### config.mk
export PLATFORM = sky130hd
export DESIGN_NAME = hazard_ctrl
export DESIGN_NICKNAME = d
export VERILOG_FILES = /design/src/rtl/hazard_ctrl.sv
export SDC_FILE = /design/constraint.sdc
export NUM_CORES = 1
export LEC_CHECK = 0
export BUFFER_PORTS_ARGS = -buffer_cell sky130_fd_sc_hd__buf_2
export CAP_MARGIN = 10
export CORE_AREA = 10 10 47 49
export CTS_CLUSTER_DIAMETER = 80
export DETAILED_ROUTE_END_ITERATION = 8
export DIE_AREA = 0 0 57 59
export PLACE_DENSITY_LB_ADDON = 0.08
export SYNTH_ARGS = -nofsm -noshare
export SYNTH_HDL_FRONTEND = slang
export SYNTH_SLANG_ARGS = --single-unit
### constraint.sdc
create_clock -name CLK -period 2.2 [get_ports CLK]
set_input_delay 0.66 -clock CLK [delete_from_list [all_inputs] [get_ports CLK]]
set_output_delay 0.66 -clock CLK [all_outputs]
set_load 0.01 [all_outputs]
### src/rtl/hazard_ctrl.sv
// hazard_ctrl: pipeline hazard controller driving per-latch writeEN/flush and pc_en.
// Optional macro HAZARD_PERF_EN adds stall_cnt/flush_cnt performance counters.
//
// Ports:
//   CLK, nRST              clock (rising edge), async active-low reset
//   ihit, dhit             imem valid / dmem access complete
//   exmem_dmem_req         exmem latch holds a load or store
//   idex_dMemREN           idex latch holds a load
//   idex_writeReg          destination register of the idex instruction
//   ifid_rs, ifid_rt       source registers of the ifid instruction
//   redirect               taken branch / jump resolved in MEM
//   memwb_halt             halt reached memwb
//   pc_en                  PC load enable
//   <latch>_writeEN/_flush load enable / sync clear for ifid, idex, exmem, memwb
//   halted                 sticky halt status
//   stall_cnt, flush_cnt   performance counters (HAZARD_PERF_EN only)
module hazard_ctrl #(
   parameter int REG_W  = 5,
   parameter int PERF_W = 32
) (
   input  logic             CLK,
   input  logic             nRST,
   input  logic             ihit,
   input  logic             dhit,
   input  logic             exmem_dmem_req,
   input  logic             idex_dMemREN,
   input  logic [REG_W-1:0] idex_writeReg,
   input  logic [REG_W-1:0] ifid_rs,
   input  logic [REG_W-1:0] ifid_rt,
   input  logic             redirect,
   input  logic             memwb_halt,
   output logic             pc_en,
   output logic             ifid_writeEN,
   output logic             ifid_flush,
   output logic             idex_writeEN,
   output logic             idex_flush,
   output logic             exmem_writeEN,
   output logic             exmem_flush,
   output logic             memwb_writeEN,
   output logic             memwb_flush,
   output logic             halted
`ifdef HAZARD_PERF_EN
   ,
   output logic [PERF_W-1:0] stall_cnt,
   output logic [PERF_W-1:0] flush_cnt
`endif
);

   typedef enum logic [1:0] {
      RUN    = 2'd0,
      REDIR  = 2'd1,
      HALTED = 2'd2
   } state_t;

   state_t state_q, state_d;
   logic   load_use;
   logic   dmem_wait;
   logic   redir_take;

   assign load_use = idex_dMemREN
                   && (idex_writeReg != '0)
                   && ((idex_writeReg == ifid_rs)
                    || (idex_writeReg == ifid_rt));
   assign dmem_wait = exmem_dmem_req && !dhit;

   always_comb begin
      state_d       = state_q;
      redir_take    = 1'b0;
      pc_en         = 1'b0;
      ifid_writeEN  = 1'b0;
      ifid_flush    = 1'b0;
      idex_writeEN  = 1'b0;
      idex_flush    = 1'b0;
      exmem_writeEN = 1'b0;
      exmem_flush   = 1'b0;
      memwb_writeEN = 1'b0;
      memwb_flush   = 1'b0;
      // Outputs are combinational, so they are forced low while in reset.
      if (!nRST) begin
         state_d = RUN;
      end else if (state_q == HALTED || memwb_halt) begin
         state_d = HALTED;
      end else if (dmem_wait) begin
         // Whole pipe frozen; a pending redirect stays in exmem until dhit.
         state_d = state_q;
      end else if (redirect) begin
         redir_take    = 1'b1;
         pc_en         = 1'b1;
         ifid_writeEN  = 1'b1;
         ifid_flush    = 1'b1;
         idex_writeEN  = 1'b1;
         idex_flush    = 1'b1;
         exmem_writeEN = 1'b1;
         exmem_flush   = 1'b1;
         memwb_writeEN = 1'b1;
         state_d       = ihit ? RUN : REDIR;
      end else if (state_q == REDIR) begin
         idex_writeEN  = 1'b1;
         exmem_writeEN = 1'b1;
         memwb_writeEN = 1'b1;
         if (ihit) begin
            // Fetch of the redirect target has returned.
            pc_en        = 1'b1;
            ifid_writeEN = 1'b1;
            state_d      = RUN;
         end else begin
            ifid_flush = 1'b1;
         end
      end else if (load_use) begin
         // ifid holds; the flushed idex becomes a non-load next cycle.
         idex_writeEN  = 1'b1;
         idex_flush    = 1'b1;
         exmem_writeEN = 1'b1;
         memwb_writeEN = 1'b1;
      end else if (!ihit) begin
         ifid_flush    = 1'b1;
         idex_writeEN  = 1'b1;
         exmem_writeEN = 1'b1;
         memwb_writeEN = 1'b1;
      end else begin
         pc_en         = 1'b1;
         ifid_writeEN  = 1'b1;
         idex_writeEN  = 1'b1;
         exmem_writeEN = 1'b1;
         memwb_writeEN = 1'b1;
      end
   end

   always_ff @(posedge CLK or negedge nRST) begin
      if (!nRST) state_q <= RUN;
      else       state_q <= state_d;
   end

   assign halted = (state_q == HALTED);

`ifdef HAZARD_PERF_EN
   logic [PERF_W-1:0] stall_cnt_q, stall_cnt_d;
   logic [PERF_W-1:0] flush_cnt_q, flush_cnt_d;

   always_comb begin
      stall_cnt_d = stall_cnt_q;
      flush_cnt_d = flush_cnt_q;
      if (!pc_en && state_q != HALTED) stall_cnt_d = stall_cnt_q + 1'b1;
      if (redir_take)                  flush_cnt_d = flush_cnt_q + 1'b1;
   end

   always_ff @(posedge CLK or negedge nRST) begin
      if (!nRST) begin
         stall_cnt_q <= '0;
         flush_cnt_q <= '0;
      end else begin
         stall_cnt_q <= stall_cnt_d;
         flush_cnt_q <= flush_cnt_d;
      end
   end

   assign stall_cnt = stall_cnt_q;
   assign flush_cnt = flush_cnt_q;
`endif

endmodule

==> impl_results.md <==
- Worst Hold Class: in -> async
- Final Setup Violations: 4
- Final worst slack: -0.272 ns
- Ant diodes: 0
- Max Root-Sink Buffers: 2
- Area leader, netlist: xor2_1
- RSZ-0062 raised after global routing: yes
- Worst Clk Skew: 0.00194 ns
- Synth top area share: 25.9%
- Internal power: 145 uW
- Crit end category: output port
- Sequential power share: 19.3%
- DR vias/cell: 4.36
- Post-synthesis async set-or-reset flop share: 100%
- Port bufs: 31
- Ys Warns: 0
- Total negative slack: -0.939 ns
- Fin util: 41.5%
- Die W: 57 um
- Number of cell rows: 14
- Share of cells above drive strength 1: 58.2%
- Reg2reg setup slack: 1.11 ns
- Vias: 414
- Top post-synthesis cells by area: xor2_1 (26%), dfrtp_1 (15%), buf_4 (8.9%)
- Combinational Power Share: 43.0%
- Most common cell in the netlist: xor2_1
- End of the worst register-to-register path: state_q[0]
- Total grt overflow: 0
- Register area share after synthesis: 14.8%
- Tot GR Track Use: 6.58%
- Nets: 104
- Clock share of power: 37.7%
- CP max FO: 2
- Reg2Reg Depth: 5
- Worst r2r src: state_q[1]
- Post-CTS setup buffer count: 0
- Crit path arrival time: 1.81 ns
- Crit path launch type: input pin
- Avg Inst Size Synth: 7.51 um^2
- H-tree depth: 1
- GP Congestion: 0.664
- Post-Synthesis Cells: 45
- Sink Count: 2
- Num CTS Buffers: 3
- Largest net degree at the start of global routing: 9
- Total wire length: 1200 um
- Maximum clock frequency: 405 MHz
- Final hold violations: 0
- Core area: 1400 um^2
- # Max-Cap Violations: 0
- Global-route wire length before repair: 1860 um
- Most instantiated cells after synthesis: xor2_1 (10), nor2_1 (6), buf_4 (4)
- Routed WL per cell: 12.7 um
- Clock Latency Late Sink: 0.22 ns
- Die Y: 59 um
- Maximum vdd drop: 0.000231 V
- CTS tree: yes
- Outcome: complete, but fails checks
- CTS Root Cell: clkbuf_4
- Final Max Tran Viols: 0
- Pleak: 0.300 nW
- Req. time, crit path: 1.54 ns
- Post-route ant nets: 0
- First-pass iteration count of the detailed router: 3
- Switching Fraction: 31.1%
- Number of synthesized flops with an enable pin: 0
- DRC violations left: 0
- Biggest registers after layout: state_q: 2 flops
- Starting Density: 24.1%
- Initial antenna violation count: 0
- DRT iter0 DRCs: 5
- P_sw: 65.4 uW
- Main synth FF type: dfrtp_1
- Dpl hpwl: 1020 um
- Most flops, register: state_q
- Synth unique cells: 19
- Failing checks: setup timing
- Vias in the first global route: 461
- Post-synthesis cell area: 338 um^2
- Final period utilization: 112%
- Synthesized Nets: 68
- Die area: 3360 um^2
- Max reg flops: 2
- Io pins: 33
- Min cycle time layout: 2.47 ns
- Layout overhead on the synthesized area: 72.2%
- Crit Path Class: in -> out
- Power per Cell Area: 362 nW/um^2
- Number of synthesized register bits: 2
- Worst-path clk slew: 0.03 ns
## stage by stage
| stage | instances | setup slack [ns] | instance area [um^2] | power (mW) | hold slack (ns) |
|---|---|---|---|---|---|
| finish | 95 | -0.272 | 582 | 0.210 | 0.235 |
| global route | 95 | -0.321 | 582 | 0.226 | 0.231 |
| CTS | 95 | -0.275 | 561 | 0.210 | 0.228 |
| detailed placement | 92 | -0.345 | 520 | 0.123 | 0.464 |
| global placement | 92 | -0.339 | 520 | 0.123 | 0.463 |
| floorplan | 45 | -0.185 | 345 | 0.0819 | 0.364 |
## cells in the final DEF (no fill, tap or decap), types with 2 or more instances in the layout
cell      instances
buf_6             2
clkbuf_4          3
buf_2            29
o21ai_0           3
nor2_1            5
xor2_1           10
inv_1             3
o21a_1            2
nor3_2            3
a21oi_1           2
buf_4             4
dfrtp_1           2
## how the worst max path moves through the flow
| stage | startpoint | to | slack [ns] | cells after the start |
|---|---|---|---|---|
| after floorplan | idex_writeReg[1] | pc_en | -0.19 | 5 |
| after global placement | idex_writeReg[1] | idex_flush | -0.34 | 6 |
| after detailed placement | idex_writeReg[1] | idex_flush | -0.35 | 6 |
| after CTS | idex_writeReg[3] | idex_flush | -0.27 | 6 |
| after global routing | idex_writeReg[3] | idex_flush | -0.32 | 6 |
| final | idex_writeReg[3] | idex_flush | -0.27 | 6 |
## power groups by stage
| stage | clock network [mW] | logic (mW) | registers (mW) |
|---|---|---|---|
| 3_5_place_dp | 0 | 0.0824 | 0.0406 |
| 2_1_floorplan | 0 | 0.0417 | 0.0402 |
| 6_report | 0.0794 | 0.0904 | 0.0406 |
| 5_1_grt | 0.0843 | 0.100 | 0.0411 |
| 3_3_place_gp | 0 | 0.0824 | 0.0407 |
| 4_1_cts | 0.0832 | 0.0856 | 0.0407 |
## routing by layer
metal	vias to the layer above	share of wire, %	GRT usage, %
met5	-	0	0
met4	0	0	3.02
met3	0	16	4.51
met2	25	46	10.2
met1	172	39	6.69
li1	217	-	-
## critical path: stages
cell and delay [ns]:
buf_6 0.09, or4_4 0.54, o221ai_4 0.16, nor2_1 0.06, o21a_1 0.16, buf_2 0.14
## logic make-up after synthesis
family / after synthesis / share of synthesized area [%]
simple gates: 15 / 25.6
compound gates: 10 / 20.4
xor+xnor: 10 / 25.9
buf+inv: 7 / 12.2
flops: 2 / 14.8
other cells: 1 / 1.11
## layout make-up
| type | count | area [um^2] |
|---|---|---|
| clock buffers | 3 | 22.5 |
| fillers | 160 | 820 |
| inverters | 3 | 11.3 |
| multi-input cells | 36 | 280 |
| flip-flops and latches | 2 | 50.0 |
| well taps | 16 | 20.0 |
| repair buffers | 35 | 198 |
## what timing repair did
item,in CTS,in global routing
endpoints found under the setup margin,4,4
pin swaps,6,2
hold buffers,0,0
hold endpoints to repair,0,0
resized for setup,2,4
Note: power is estimated with default switching activity, not from simulation.
